===== src/rtl/alu_mul_seq_pkg.sv =====
// Shared definitions for the sequential shift-and-add multiplier.
package alu_mul_seq_pkg;

    localparam int MUL_WIDTH = 16;

    typedef enum logic [1:0] {
        ST_IDLE = 2'd0,
        ST_RUN  = 2'd1,
        ST_DONE = 2'd2
    } state_t;

    // Control word of the team ALU (zero/negate x, zero/negate y, add/and, negate out)
    typedef struct packed {
        logic zx;
        logic nx;
        logic zy;
        logic ny;
        logic f;
        logic no;
    } alu_ctrl_t;

    localparam alu_ctrl_t ALU_ADD = '{zx: 1'b0, nx: 1'b0, zy: 1'b0, ny: 1'b0, f: 1'b1, no: 1'b0};

endpackage


===== src/rtl/alu_mul_seq_if.sv =====
// Request/result bundle of the multiplier: start with operands in, status and product out.
interface alu_mul_seq_if #(parameter int WIDTH = 16);

    logic             start;
    logic [WIDTH-1:0] a;
    logic [WIDTH-1:0] b;
    logic             busy;
    logic             done;
    logic [WIDTH-1:0] product;
    logic             zr;
    logic             ng;

    modport master (
        output start, a, b,
        input  busy, done, product, zr, ng
    );

    modport slave (
        input  start, a, b,
        output busy, done, product, zr, ng
    );

endinterface


===== src/rtl/alu_mul_seq_alu.sv =====
// Team combinational ALU: optional zero/negate on each input, add or AND, optional negate of result.
module alu_mul_seq_alu
    import alu_mul_seq_pkg::*;
#(
    parameter int WIDTH = MUL_WIDTH
) (
    input  logic [WIDTH-1:0] i_x,
    input  logic [WIDTH-1:0] i_y,
    input  alu_ctrl_t        i_ctrl,
    output logic [WIDTH-1:0] o_out
);

    logic [WIDTH-1:0] w_x0;
    logic [WIDTH-1:0] w_x1;
    logic [WIDTH-1:0] w_y0;
    logic [WIDTH-1:0] w_y1;
    logic [WIDTH-1:0] w_f;

    // Input conditioning, function select and output negation
    always_comb begin
        w_x0  = i_ctrl.zx ? '0 : i_x;
        w_x1  = i_ctrl.nx ? ~w_x0 : w_x0;
        w_y0  = i_ctrl.zy ? '0 : i_y;
        w_y1  = i_ctrl.ny ? ~w_y0 : w_y0;
        w_f   = i_ctrl.f ? (w_x1 + w_y1) : (w_x1 & w_y1);
        o_out = i_ctrl.no ? ~w_f : w_f;
    end

endmodule


===== src/rtl/alu_mul_seq.sv =====
// Sequential shift-and-add multiplier returning the low WIDTH bits of a*b.
// Iterates only until the remaining multiplier bits are zero, so RUN lasts
// msb_index(b)+1 cycles (minimum one).
module alu_mul_seq
    import alu_mul_seq_pkg::*;
#(
    parameter int WIDTH = MUL_WIDTH
) (
    input  logic         i_clk,
    input  logic         i_reset,
    alu_mul_seq_if.slave bus
);

    state_t           r_state;
    state_t           w_state_next;
    logic [WIDTH-1:0] r_mcand;
    logic [WIDTH-1:0] r_mplier;
    logic [WIDTH-1:0] r_acc;
    logic [WIDTH-1:0] r_product;
    logic             r_zr;
    logic             r_ng;

    logic             w_accept;
    logic [WIDTH-1:0] w_alu_out;
    logic [WIDTH-1:0] w_acc_next;
    logic [WIDTH-1:0] w_mplier_next;
    logic             w_last;

    // A new request is taken only when not iterating
    assign w_accept      = bus.start && ((r_state == ST_IDLE) || (r_state == ST_DONE));
    assign w_mplier_next = r_mplier >> 1;
    assign w_acc_next    = r_mplier[0] ? w_alu_out : r_acc;
    assign w_last        = (w_mplier_next == '0);

    alu_mul_seq_alu #(
        .WIDTH (WIDTH)
    ) u_alu (
        .i_x    (r_acc),
        .i_y    (r_mcand),
        .i_ctrl (ALU_ADD),
        .o_out  (w_alu_out)
    );

    // State register; reset wins over everything, including an active RUN
    always_ff @(posedge i_clk) begin
        if (i_reset) begin
            r_state <= ST_IDLE;
        end else begin
            r_state <= w_state_next;
        end
    end

    // Next-state decode
    always_comb begin
        w_state_next = r_state;
        case (r_state)
            ST_IDLE: begin
                if (w_accept) begin
                    w_state_next = ST_RUN;
                end
            end
            ST_RUN: begin
                if (w_last) begin
                    w_state_next = ST_DONE;
                end
            end
            ST_DONE: begin
                w_state_next = w_accept ? ST_RUN : ST_IDLE;
            end
            default: begin
                w_state_next = ST_IDLE;
            end
        endcase
    end

    // Operand capture, shift/accumulate iteration and result latch on the final RUN cycle
    always_ff @(posedge i_clk) begin
        if (i_reset) begin
            r_mcand   <= '0;
            r_mplier  <= '0;
            r_acc     <= '0;
            r_product <= '0;
            r_zr      <= 1'b1;
            r_ng      <= 1'b0;
        end else if (w_accept) begin
            r_mcand  <= bus.a;
            r_mplier <= bus.b;
            r_acc    <= '0;
        end else if (r_state == ST_RUN) begin
            r_acc    <= w_acc_next;
            r_mcand  <= r_mcand << 1;
            r_mplier <= w_mplier_next;
            if (w_last) begin
                r_product <= w_acc_next;
                r_zr      <= (w_acc_next == '0);
                r_ng      <= w_acc_next[WIDTH-1];
            end
        end
    end

    assign bus.busy    = (r_state == ST_RUN);
    assign bus.done    = (r_state == ST_DONE);
    assign bus.product = r_product;
    assign bus.zr      = r_zr;
    assign bus.ng      = r_ng;

endmodule


===== src/flat_wrapper.sv =====
// flat-port wrapper written by rule: the top's interface ports become plain ports
module alu_mul_seq_flat import alu_mul_seq_pkg::*;
#(
    parameter int WIDTH = MUL_WIDTH
)
  (i_clk, i_reset, bus_start, bus_a, bus_b, bus_busy, bus_done, bus_product, bus_zr, bus_ng);
  alu_mul_seq_if #(.WIDTH(WIDTH)) bus_i ();
  input  logic i_clk;
  input  logic i_reset;
  input wire logic [$bits(bus_i.start)-1:0] bus_start;
  input wire logic [$bits(bus_i.a)-1:0] bus_a;
  input wire logic [$bits(bus_i.b)-1:0] bus_b;
  output wire logic [$bits(bus_i.busy)-1:0] bus_busy;
  output wire logic [$bits(bus_i.done)-1:0] bus_done;
  output wire logic [$bits(bus_i.product)-1:0] bus_product;
  output wire logic [$bits(bus_i.zr)-1:0] bus_zr;
  output wire logic [$bits(bus_i.ng)-1:0] bus_ng;
  assign bus_i.start = bus_start;
  assign bus_i.a = bus_a;
  assign bus_i.b = bus_b;
  assign bus_busy = bus_i.busy;
  assign bus_done = bus_i.done;
  assign bus_product = bus_i.product;
  assign bus_zr = bus_i.zr;
  assign bus_ng = bus_i.ng;
  alu_mul_seq #(.WIDTH(WIDTH)) u_core (.i_clk(i_clk), .i_reset(i_reset), .bus(bus_i));
endmodule

===== config.mk =====
export PLATFORM = sky130hd
export DESIGN_NAME = alu_mul_seq_flat
export DESIGN_NICKNAME = d
export VERILOG_FILES = /design/src/rtl/alu_mul_seq_pkg.sv /design/src/rtl/alu_mul_seq_if.sv /design/src/rtl/alu_mul_seq_alu.sv /design/src/rtl/alu_mul_seq.sv /design/src/flat_wrapper.sv
export SDC_FILE = /design/constraint.sdc
export NUM_CORES = 1
export LEC_CHECK = 0
export ABC_CLOCK_PERIOD_IN_PS = 2430
export CORE_MARGIN = 5
export CORE_UTILIZATION = 40
export CTS_CLUSTER_SIZE = 20
export DETAILED_ROUTE_END_ITERATION = 8
export PLACE_DENSITY = 0.61
export SYNTH_ARGS = -nofsm -noshare
export SYNTH_HDL_FRONTEND = slang
export SYNTH_SLANG_ARGS = --single-unit

===== constraint.sdc =====
create_clock -name i_clk -period 2.43 [get_ports i_clk]
set_input_delay 0.486 -clock i_clk [delete_from_list [all_inputs] [get_ports i_clk]]
set_output_delay 0.486 -clock i_clk [all_outputs]
set_load 0.005 [all_outputs]

## Word-level counts from Yosys, hierarchy flattened

Cells that the tools add are included.

| operators by class | value |
|---|---|
| add/sub/neg operators | 1 |
| equal/unequal tests | 4 |
| multiplexer cells | 9 |
| bitwise logic cells | 1 |
| reduce and logical (&&, ||, !) cells | 9 |

Operators by type and width:

| operator | count |
|---|---|
| $mux W16 | 5 |
| $logic_not A16 Y1 | 2 |
| $add A16 B16 Y16 | 1 |
| $pmux W2 S3 | 1 |
| $mux W2 | 2 |
| $ne A2 B1 Y1 const B | 2 |
| $reduce_and A3 Y1 | 1 |
| $eq A2 B1 Y1 const B | 1 |
| $eq A2 B2 Y1 const B | 1 |
| $logic_not A2 Y1 | 1 |
| $reduce_and A2 Y1 | 1 |
| $reduce_bool A2 Y1 | 1 |
| $reduce_or A2 Y1 | 1 |
| $logic_and A1 B1 Y1 | 1 |
| $logic_or A1 B1 Y1 | 1 |
| $mux W1 | 1 |
| $not A1 Y1 | 1 |

| word-level totals | value |
|---|---|
| flip-flop bits (word level) | 68 |
| bits of input ports | 35 |
| output and inout port bits | 20 |
| word-level logic and storage cells | 31 |

## Logic depth before layout (Yosys ltp)

Gate-level depths: netlist (run 1).

| depth | value |
|---|---|
| word-level depth | 5 |
| depth in mapped cells | 11 |
| depth with buffers taken out | 11 |

## Hierarchy

Synthesis (run 1) repeated with hierarchy kept, for this count alone.

| second synthesis, totals | value |
|---|---|
| cells, all modules | 550 |
| area total of the unflattened synthesis | 4578.1 µm² |

Modules (own cells, without submodules):

| module | times used | cells each | area an instance (µm²) | sequential area each (µm²) |
|---|---|---|---|---|
| alu_mul_seq | 1 | 338 | 2910.3 | 1341.3 |
| alu_mul_seq_alu | 1 | 212 | 1667.8 | 0.0 |

## Worst setup path before layout (run 1)

OpenSTA, ideal clock, no wires.

| timing | value |
|---|---|
| path type | register to register |
| from | register u_core.r_acc[4] |
| to | register u_core.r_zr (netlist: u_core.bus.zr) |
| setup time | 84 ps |
| arrival | 2310 ps |
| required time | 2346 ps |
| slack | 36 ps |
| cell stages (with the launch flop) | 10 |
| path buffers | 0 |
| period minus slack after synthesis | 2394 ps |
| cell sequence | dfxtp_1 -> ha_1 -> and2_4 -> a221oi_4 -> a21oi_2 -> o41ai_1 -> mux2i_1 -> nand2_1 -> nand4b_1 -> o31ai_2 |

| on the way | value |
|---|---|
| word-level cells in the longest chain between the ends | 3 |

Ends and longest elaborated chain:

| element | RTL line | text |
|---|---|---|
| from (decl) | alu_mul_seq.sv:18 | `logic [WIDTH-1:0] r_acc;` |
| from (signal assigned) | alu_mul_seq.sv:90 | `r_acc <= w_acc_next;` |
| $add A16 B16 Y16 | alu_mul_seq_alu.sv:25 | `w_f = i_ctrl.f ? (w_x1 + w_y1) : (w_x1 & w_y1);` |
| $mux W16 (*) | alu_mul_seq.sv:32 | `assign w_acc_next = r_mplier[0] ? w_alu_out : r_acc;` |
| $logic_not A16 Y1 (*) | alu_mul_seq.sv:95 | `r_zr <= (w_acc_next == '0);` |
| to (signal assigned) | alu_mul_seq.sv:95 |  |
| to (decl) | alu_mul_seq.sv:20 | `logic r_zr;` |

Mark *: on every way between the ends. The rest lies on a longest branch, timed or not.
A chain may end at the register's enable or synchronous reset.

## Final worst setup path (run 1)

| timing | value |
|---|---|
| from | register u_core.r_mcand[3] |
| to | register u_core.r_acc[11] |

| on the way | value |
|---|---|
| word-level cells in the longest chain between the ends | 2 |

Ends and longest elaborated chain:

| element | RTL line | text |
|---|---|---|
| from (decl) | alu_mul_seq.sv:16 | `logic [WIDTH-1:0] r_mcand;` |
| from (signal assigned) | alu_mul_seq.sv:86 | `r_mcand <= bus.a;` |
| from (signal assigned) | alu_mul_seq.sv:91 | `r_mcand <= r_mcand << 1;` |
| $add A16 B16 Y16 | alu_mul_seq_alu.sv:25 |  |
| $mux W16 | alu_mul_seq.sv:32 |  |

No other way between the ends.

==> results of run 1 <==
-- state kept, by name, indices dropped and copies added (netlist names) --
name and flops:
u_core.bus.ng 1, u_core.bus.product 15, u_core.bus.zr 1, u_core.r_acc 16
u_core.r_mcand 16, u_core.r_mplier 16, u_core.r_state 2
-- cell usage in the layout (no fill, tap or decap), types with 6 or more instances in the layout --
| cell type | count |
|---|---|
| sky130_fd_sc_hd__nor2_1 | 69 |
| sky130_fd_sc_hd__buf_4 | 67 |
| sky130_fd_sc_hd__clkdlybuf4s50_1 | 53 |
| sky130_fd_sc_hd__dfxtp_1 | 52 |
| sky130_fd_sc_hd__nand2_1 | 42 |
| sky130_fd_sc_hd__a211oi_1 | 27 |
| sky130_fd_sc_hd__nor3_1 | 19 |
| sky130_fd_sc_hd__a21oi_1 | 16 |
| sky130_fd_sc_hd__a311oi_1 | 16 |
| sky130_fd_sc_hd__o22ai_1 | 13 |
| sky130_fd_sc_hd__dfxtp_2 | 13 |
| sky130_fd_sc_hd__nand3_1 | 11 |
| sky130_fd_sc_hd__clkbuf_8 | 10 |
| sky130_fd_sc_hd__ha_1 | 8 |
| sky130_fd_sc_hd__ha_4 | 7 |
| sky130_fd_sc_hd__inv_1 | 6 |
| sky130_fd_sc_hd__nor2b_1 | 6 |
| sky130_fd_sc_hd__o21ai_0 | 6 |
| sky130_fd_sc_hd__mux2i_1 | 6 |
-- worst paths after layout --
path / slack [ns] / to / depth (start not counted)
setup reg to reg: -0.09 / u_core.r_acc[11] / 10
hold reg to reg: 0.47 / u_core.bus.product[1] / 2
setup / recovery: -0.09 / u_core.r_acc[11] / 10
hold / removal: 0.47 / u_core.bus.product[1] / 2
-- worst reg2reg max path: cells and delay by family (launching register included) --
| family | cells | cell delay (ns) |
|---|---|---|
| compound gates | 5 | 1.01 |
| simple gates | 2 | 0.55 |
| buf+inv | 2 | 0.25 |
| flops | 1 | 0.37 |
| fa+ha+maj | 1 | 0.21 |
-- final cells by class --
class                   count  share of cell area
multi-input cells         330              0.4499
flip-flops and latches     67              0.2698
repair buffers            122              0.2075
clock buffers              10             0.02721
well taps                 108             0.02671
clock inverters             6             0.01286
inverters                   8            0.005936
-- report_power, final --
part | internal (W) | switching [W] | leakage (nW) | total, W
sequential | 0.00118 | 0.0000744 | 0.555 | 0.00125
clock | 0.000502 | 0.000452 | 0.102 | 0.000953
combinational | 0.000367 | 0.000375 | 1.27 | 0.000742
-- synth_stat cells (2+ instances only) --
cell / number
sky130_fd_sc_hd__a21oi_1: 17
sky130_fd_sc_hd__o21ai_0: 6
sky130_fd_sc_hd__o31a_1: 3
sky130_fd_sc_hd__nand4_1: 3
sky130_fd_sc_hd__and3_1: 2
sky130_fd_sc_hd__a311oi_1: 16
sky130_fd_sc_hd__xnor2_1: 3
sky130_fd_sc_hd__nand3b_1: 3
sky130_fd_sc_hd__nor2_1: 70
sky130_fd_sc_hd__o21ai_1: 2
sky130_fd_sc_hd__nor3_1: 19
sky130_fd_sc_hd__a21o_1: 3
sky130_fd_sc_hd__dfxtp_1: 67
sky130_fd_sc_hd__a211oi_1: 30
sky130_fd_sc_hd__and2_4: 2
sky130_fd_sc_hd__o22ai_1: 13
sky130_fd_sc_hd__nor3b_1: 2
sky130_fd_sc_hd__buf_1: 5
sky130_fd_sc_hd__o31ai_1: 2
sky130_fd_sc_hd__clkbuf_1: 28
sky130_fd_sc_hd__mux2i_1: 8
sky130_fd_sc_hd__o21a_1: 2
sky130_fd_sc_hd__and4_1: 3
sky130_fd_sc_hd__nand2b_1: 5
sky130_fd_sc_hd__o41ai_1: 2
sky130_fd_sc_hd__nand3_1: 11
sky130_fd_sc_hd__inv_1: 7
sky130_fd_sc_hd__nor4_1: 5
sky130_fd_sc_hd__ha_1: 15
sky130_fd_sc_hd__nand2_1: 42
sky130_fd_sc_hd__a31oi_1: 2
sky130_fd_sc_hd__o211ai_1: 2
sky130_fd_sc_hd__nor2b_1: 7
sky130_fd_sc_hd__a221oi_1: 2
sky130_fd_sc_hd__a22oi_1: 4
-- metrics by stage --
stage	setup TNS (ns)	instances	power [W]	hold WS (ns)	setup slack (ns)
finish	-0.2043	651	0.002950	0.4654	-0.08628
global route	-1.168	651	0.003119	0.5033	-0.2068
global placement	-0.4052	625	0.001938	0.4505	-0.1747
detailed placement	-1.007	625	0.001953	0.4529	-0.1984
floorplan	0	440	0.001653	0.4483	0.03571
CTS	-0.01526	648	0.002952	0.4681	-0.01526
-- cell families (layout without fill, tap and decap cells) --
group,after synthesis,in the layout
simple gates,181,181
compound gates,120,120
flops,67,67
buf+inv,43,146
fa+ha+maj,16,16
mux,9,9
xor+xnor,4,4
-- routing by layer --
layer,global-route usage,vias up,wire length (µm)
met5,0,-,0
met4,0.07397,0,229
met3,0.04316,22,448
met2,0.3022,92,4910
met1,0.2455,1675,4868
li1,-,1824,-
-- repair_timing --
item                       4_1_cts  5_1_grt
gates resized for setup         36       10
pin swaps                       17        2
setup endpoints to repair       12       14
setup buffers                    7        3
hold buffers                     0        0
==> qor.json, run 1 <==
{
  "run_status": "finished with violations",
  "violations": "setup timing",
  "fin_worst_skew_ns": 0.01557,
  "synthFlopType": "sky130_fd_sc_hd__dfxtp_1",
  "worstPathCellList": "ha_4 -> and2_4 -> a221oi_4 -> a21oi_4 -> o21ai_1 -> or3b_1 -> a31oi_2 -> buf_4 -> buf_4 -> a211oi_1",
  "min-delay-path-class": "flip-flop to flip-flop",
  "startpoint": "u_core.r_mcand[3]",
  "number_of_synthesized_flops_with_an_enable_pin": 0,
  "finalCritPeriodShare": 1.036,
  "final_hold_viol_count": 0,
  "timing.final.ws_setup_ns": -0.08628,
  "slowest_stage": "sky130_fd_sc_hd__a221oi_4",
  "clock.fmax_ghz": 0.3974,
  "clockBufferDepth": 2,
  "number_of_nets_in_the_finished_design": 589,
  "criticalPathCategory": "flip-flop to flip-flop",
  "drt_first_pass_iters": 4,
  "synthXorXnorAreaFrac": 0.009729,
  "io_pins": 55,
  "syn_nets": 491,
  "num_vias": 3613,
  "routed_wire_length_per_instance_um": 16.06,
  "ant_nets": 0,
  "path_clk_slew_ns": 0.08,
  "initial_utilization": 0.4109,
  "cts-buffers-inserted": 9,
  "clk_root_buffer_cell": "sky130_fd_sc_hd__clkbuf_8",
  "area_of_the_mapped_netlist_um2": 3601,
  "largest_fanout_of_any_net_on_the_critical_path": 5,
  "first_global_vias": 3619,
  "port_buffers": 54,
  "crit_buf_inv": 2,
  "cell_pwr_density_nw_per_um2": 583.1,
  "design.die.area_um2": 11000,
  "post_route_cells_drive_above_1_share": 0.2468,
  "timing.critical_path.arrival_ns": 2.72,
  "final_period_minus_worst_setup_slack_ns": 2.516,
  "synth_cell_types": 62,
  "cts_num_sinks": 67,
  "floorplan_core_area_um2": 8763,
  "setup_violations": 3,
  "critical_path.reg2reg.startpoint": "u_core.r_mcand[3]",
  "ff_latch_area_um2": 1365,
  "track_usage": 0.1885,
  "row_count": 34,
  "vias_per_cell": 5.550,
  "synth_compound_area_frac": 0.2516,
  "critical_path.endpoint_type": "flip-flop",
  "utilization": 0.5772,
  "largest_family_of_logic_cells_by_synthesized_area": "compound AO/OA/AOI/OAI gates",
  "worstHoldStart": "u_core.bus.product[1]",
  "gpl.final_weighted_congestion": 0.8967,
  "synth_fa_ha_area_frac": 0.05768,
  "cts.htree.levels": 3,
  "final_wirelength_um": 10460,
  "asyncSetResetFlopFracSynth": 0,
  "cts_tree": "yes",
  "detailed_place.area_um2": 4567,
  "synth-seq-area-share": 0.3725,
  "rsz_0062_raised_after_global_routing": "yes",
  "post_synth_and_or_nand_nor_area_fraction": 0.2352,
  "final_max_slew_viol_count": 0,
  "cap_viol_max_count": 0,
  "critPathMostFrequentCell": "sky130_fd_sc_hd__buf_4",
  "fp.dieH_um": 104.9,
  "synth_warnings": 0,
  "postSynthCellCount": 440,
  "synthToLayoutAreaGrowth_pct": 40.48,
  "global_route_wire_length_before_repair_um": 17190,
  "mean_syn_cell_area_um2": 8.184,
  "critical_path.top_delay_family": "compound AO/OA/AOI/OAI gates",
  "tightestPinTransition_ns": 0.5354,
  "crit_path_start_kind": "flip-flop",
  "fillerInstances": 801,
  "grt_antenna_before_repair": 0,
  "post_synth_mux_area_share": 0.02536,
  "synth_largest_area_cell": "sky130_fd_sc_hd__dfxtp_1",
  "final_area_um2": 5059,
  "multi_input_comb_area_um2": 2276,
  "yosys_register_bits": 67,
  "max_stage_delay_ns": 0.41,
  "grt_overflow_total": 0,
  "pin_count_of_the_biggest_net_entering_global_routing": 51,
  "cp.required_ns": 2.64,
  "clkLatencyLatePin_ns": 0.35,
  "detail_route.drc_violations": 0,
  "area_contributors_post_synth": "sky130_fd_sc_hd__dfxtp_1, sky130_fd_sc_hd__nor2_1, sky130_fd_sc_hd__a211oi_1",
  "power_leakage_nw": 1.930,
  "dieWidth_um": 104.9,
  "antennaDiodeCount": 0,
  "detailedPlacementHpwl_um": 7286,
  "yosysTopAreaCellShare": 0.3725,
  "worst_slew_margin_rel": 0.6431,
  "ir_drop_v": 0.0003041,
  "drt_iter0_markers": 134
}
No activity file was read; power rests on OpenSTA's default activity.
==> run 2: changes to the inputs <==
CAP_MARGIN = 20   (was default)
==> results of run 2 <==
Same layout as run 1: the final DEF is identical, and so are final timing and power.
==> run 3: changes to the inputs <==
RECOVER_POWER = 50   (was default)
==> run 3 against run 2 <==
The flow still finishes with violations (setup timing). Routed wire length decreased by 0.18%. Count of clock-buffer cells in the layout unchanged. Sequential share of layout area about the same. Critical path depth unchanged. Worst hold slack got worse by 0.0030 ns. Flip-flop and latch count unchanged. Combinational power decreased by 0.5%. Global-route usage unchanged. Register-to-register slack about the same. Maximum frequency decreased by 0.51%.
==> qor.json, run 3 (synthesized netlist as in run 1, its figures left out) <==
{
  "stdcell_count": {"value": 651, "change": "unchanged"},
  "setup_violations": {"value": 3, "change": "unchanged"},
  "ff_latch_area": {"value": 1365, "unit": "µm²", "change": "unchanged"},
  "cts_tree": {"value": "yes", "change": "unchanged"},
  "r2r_cells": {"value": 10, "change": "unchanged"},
  "run_status": {"value": "finished with violations", "change": "unchanged"},
  "cap_viol_max_count": {"value": 0, "change": "unchanged"},
  "global_route_wire_length_before_repair": {"value": 17190, "unit": "µm", "change": "unchanged"},
  "timing.critical_path.arrival": {"value": 2.74, "unit": "ns", "change": "was 2.72 ns"},
  "violations": {"value": "setup timing", "change": "unchanged"},
  "critical_path.endpoint_type": {"value": "flip-flop", "change": "unchanged"},
  "worstHoldEndpoint": {"value": "u_core.bus.product[1]", "change": "unchanged"},
  "multi_input_comb_area": {"value": 2276, "unit": "µm²", "change": "unchanged"},
  "rsz_0062_raised_after_global_routing": {"value": "yes", "change": "unchanged"},
  "antennaDiodeCount": {"value": 0, "change": "unchanged"},
  "criticalPathCategory": {"value": "flip-flop to flip-flop", "change": "unchanged"},
  "first_global_vias": {"value": 3619, "change": "unchanged"},
  "cp.required": {"value": 2.64, "unit": "ns", "change": "about the same"},
  "ant_nets": {"value": 0, "change": "unchanged"},
  "clk_root_buffer_cell": {"value": "sky130_fd_sc_hd__clkbuf_8", "change": "unchanged"},
  "grt_antenna_before_repair": {"value": 0, "change": "unchanged"},
  "fin_tns_setup": {"value": -0.2438, "unit": "ns", "change": "was -0.2043 ns"},
  "layout.cells.most_common": {"value": "sky130_fd_sc_hd__nor2_1", "change": "unchanged"},
  "fin_worst_skew": {"value": 0.01576, "unit": "ns", "change": "was 0.01557 ns"},
  "critical_path.reg2reg.startpoint": {"value": "u_core.r_mcand[3]", "change": "unchanged"},
  "design.die.area": {"value": 11000, "unit": "µm²", "change": "unchanged"},
  "crit_path_start_kind": {"value": "flip-flop", "change": "unchanged"},
  "cts_num_sinks": {"value": 67, "change": "unchanged"},
  "worst_r2r_dst": {"value": "u_core.r_acc[11]", "change": "unchanged"},
  "fillerInstances": {"value": 804, "change": "was 801"},
  "io_pins": {"value": 55, "change": "unchanged"},
  "final_cell_mix": {"value": "sky130_fd_sc_hd__nor2_1, sky130_fd_sc_hd__buf_4, sky130_fd_sc_hd__dfxtp_1", "change": "was sky130_fd_sc_hd__nor2_1, sky130_fd_sc_hd__buf_4, sky130_fd_sc_hd__clkdlybuf4s50_1"},
  "initial_utilization": {"value": 0.4109, "change": "unchanged"},
  "gpl.final_weighted_congestion": {"value": 0.8967, "change": "unchanged"},
  "dp.cells": {"value": 625, "change": "unchanged"},
  "min_delay_path_depth": {"value": 2, "change": "unchanged"},
  "port_buffers": {"value": 54, "change": "unchanged"},
  "top_regs": {"value": "u_core.r_acc (16), u_core.r_mcand (16), u_core.r_mplier (16)", "change": "unchanged"},
  "cell_pwr_density": {"value": 583.1, "unit": "nW/µm²", "change": "about the same"},
  "final_wirelength": {"value": 10440, "unit": "µm", "change": "was 10460 µm"},
  "min-delay-path-class": {"value": "flip-flop to flip-flop", "change": "unchanged"},
  "clockBufferDepth": {"value": 2, "change": "unchanged"},
  "detailedPlacementHpwl": {"value": 7286, "unit": "µm", "change": "unchanged"},
  "worstHoldStart": {"value": "u_core.bus.product[1]", "change": "unchanged"},
  "final_hold_viol_count": {"value": 0, "change": "unchanged"},
  "worst_slew_margin_rel": {"value": 0.4686, "change": "was 0.6431"},
  "timing.final.ws_setup": {"value": -0.09921, "unit": "ns", "change": "was -0.08628 ns"},
  "power_leakage": {"value": 1.975, "unit": "nW", "change": "was 1.930 nW"},
  "num_vias": {"value": 3626, "change": "was 3613"},
  "detailed_place.area": {"value": 4567, "unit": "µm²", "change": "unchanged"},
  "drt_first_pass_iters": {"value": 5, "change": "was 4"},
  "vias_per_cell": {"value": 5.570, "change": "was 5.550"},
  "ir_drop": {"value": 0.0003043, "unit": "V", "change": "was 0.0003041 V"},
  "finalCritPeriodShare": {"value": 1.041, "change": "was 1.036"},
  "grt_overflow_total": {"value": 0, "change": "unchanged"},
  "pin_count_of_the_biggest_net_entering_global_routing": {"value": 51, "change": "unchanged"},
  "final_area": {"value": 5052, "unit": "µm²", "change": "was 5059 µm²"},
  "worst_hold_slack": {"value": 0.4624, "unit": "ns", "change": "was 0.4654 ns"},
  "largest_fanout_of_any_net_on_the_critical_path": {"value": 5, "change": "unchanged"},
  "cts_hold_repair.buffers": {"value": 0, "change": "unchanged"},
  "post_route_cells_drive_above_1_share": {"value": 0.2449, "change": "was 0.2468"},
  "clkLatencyLatePin": {"value": 0.35, "unit": "ns", "change": "about the same"},
  "dieWidth": {"value": 104.9, "unit": "µm", "change": "unchanged"},
  "path_clk_slew": {"value": 0.08, "unit": "ns", "change": "about the same"},
  "cts-buffers-inserted": {"value": 9, "change": "unchanged"},
  "cts.htree.levels": {"value": 3, "change": "unchanged"},
  "clock.fmax": {"value": 0.3954, "unit": "GHz", "change": "was 0.3974 GHz"},
  "fp.dieH": {"value": 104.9, "unit": "µm", "change": "unchanged"},
  "routed_wire_length_per_instance": {"value": 16.03, "unit": "µm", "change": "was 16.06 µm"},
  "final_max_slew_viol_count": {"value": 0, "change": "unchanged"},
  "track_usage": {"value": 0.1885, "change": "unchanged"},
  "synthToLayoutAreaGrowth": {"value": 40.31, "unit": "%", "change": "was 40.48%"},
  "final_period_minus_worst_setup_slack": {"value": 2.529, "unit": "ns", "change": "was 2.516 ns"},
  "row_count": {"value": 34, "change": "unchanged"},
  "detail_route.drc_violations": {"value": 0, "change": "unchanged"},
  "drt_iter0_markers": {"value": 134, "change": "unchanged"},
  "setup.reg_to_reg.worst_slack": {"value": -0.1, "unit": "ns", "change": "was -0.09 ns"},
  "number_of_nets_in_the_finished_design": {"value": 589, "change": "unchanged"},
  "floorplan_core_area": {"value": 8763, "unit": "µm²", "change": "unchanged"},
  "post-place-ws": {"value": -0.1984, "unit": "ns", "change": "unchanged"},
  "tightestPinTransition": {"value": 0.7971, "unit": "ns", "change": "was 0.5354 ns"}
}
==> run 3: changes by cell type in the layout (fill, tap and decap cells not counted) <==
cell / previous run / this run
sky130_fd_sc_hd__clkbuf_1: 0 / 1
sky130_fd_sc_hd__dlygate4sd3_1: 0 / 15
sky130_fd_sc_hd__buf_4: 67 / 65
sky130_fd_sc_hd__clkbuf_2: 0 / 1
sky130_fd_sc_hd__clkdlybuf4s50_1: 53 / 38
==> run 3: per-stage QoR <==
step,utilization,power [W]
6_report,0.5765,0.002946
5_1_grt,0.5765,0.003114
3_3_place_gp,0.5211,0.001938
2_1_floorplan,-,0.001653
4_1_cts,0.5687,0.002952
3_5_place_dp,0.5211,0.001953
==> run 3: what timing repair did <==
action	in CTS	in global routing
setup buffers	7	3
pin swaps	17	2
gates resized for setup	36	10
setup endpoints to repair	12	14
endpoints found under the hold margin	0	0
==> run 3: how the worst max path moves through the flow <==
stage | from | endpoint | slack [ns] | depth (start not counted)
after global routing | u_core.r_mcand[3] | u_core.bus.zr | -0.21 | 9
final | u_core.r_mcand[3] | u_core.r_acc[11] | -0.1 | 10
after detailed placement | u_core.r_acc[4] | u_core.bus.zr | -0.20 | 9
after global placement | u_core.r_mcand[6] | u_core.bus.zr | -0.17 | 9
after CTS | u_core.r_mcand[0] | u_core.bus.zr | -0.02 | 11
after floorplan | u_core.r_acc[4] | u_core.bus.zr | 0.04 | 9
==> run 3: worst max-delay path: stages (launching register included) <==
cell and delay, ns:
sky130_fd_sc_hd__dfxtp_2 0.37, sky130_fd_sc_hd__ha_4 0.21, sky130_fd_sc_hd__and2_4 0.16, sky130_fd_sc_hd__a221oi_4 0.41, sky130_fd_sc_hd__a21oi_4 0.14, sky130_fd_sc_hd__o21ai_1 0.18, sky130_fd_sc_hd__or3b_1 0.39, sky130_fd_sc_hd__a31oi_2 0.23
sky130_fd_sc_hd__buf_4 0.15, sky130_fd_sc_hd__buf_4 0.10, sky130_fd_sc_hd__a211oi_1 0.06
==> run 3: cell type report <==
type | count | share of cell area
sequential | 67 | 0.2702
clock inverter | 6 | 0.01288
timing repair buffer | 122 | 0.2065
inverter | 8 | 0.005944
tap | 108 | 0.02675
multi-input combinational | 330 | 0.4505
clock buffer | 10 | 0.02724
==> run 3: power breakdown <==
| part | switching [W] | leakage [nW] | total, W | internal [W] |
|---|---|---|---|---|
| sequential | 0.0000742 | 0.555 | 0.00125 | 0.00118 |
| combinational | 0.000375 | 1.32 | 0.000738 | 0.000363 |
| clock | 0.000453 | 0.102 | 0.000955 | 0.000502 |
==> run 3: layer usage <==
metal	track usage	share of wire	vias up	routed length, µm
met2	0.3022	0.47	105	4933
met3	0.04316	0.043	22	447
li1	-	-	1826	-
met1	0.2455	0.46	1673	4827
met4	0.07397	0.022	0	230
met5	0	0	-	0
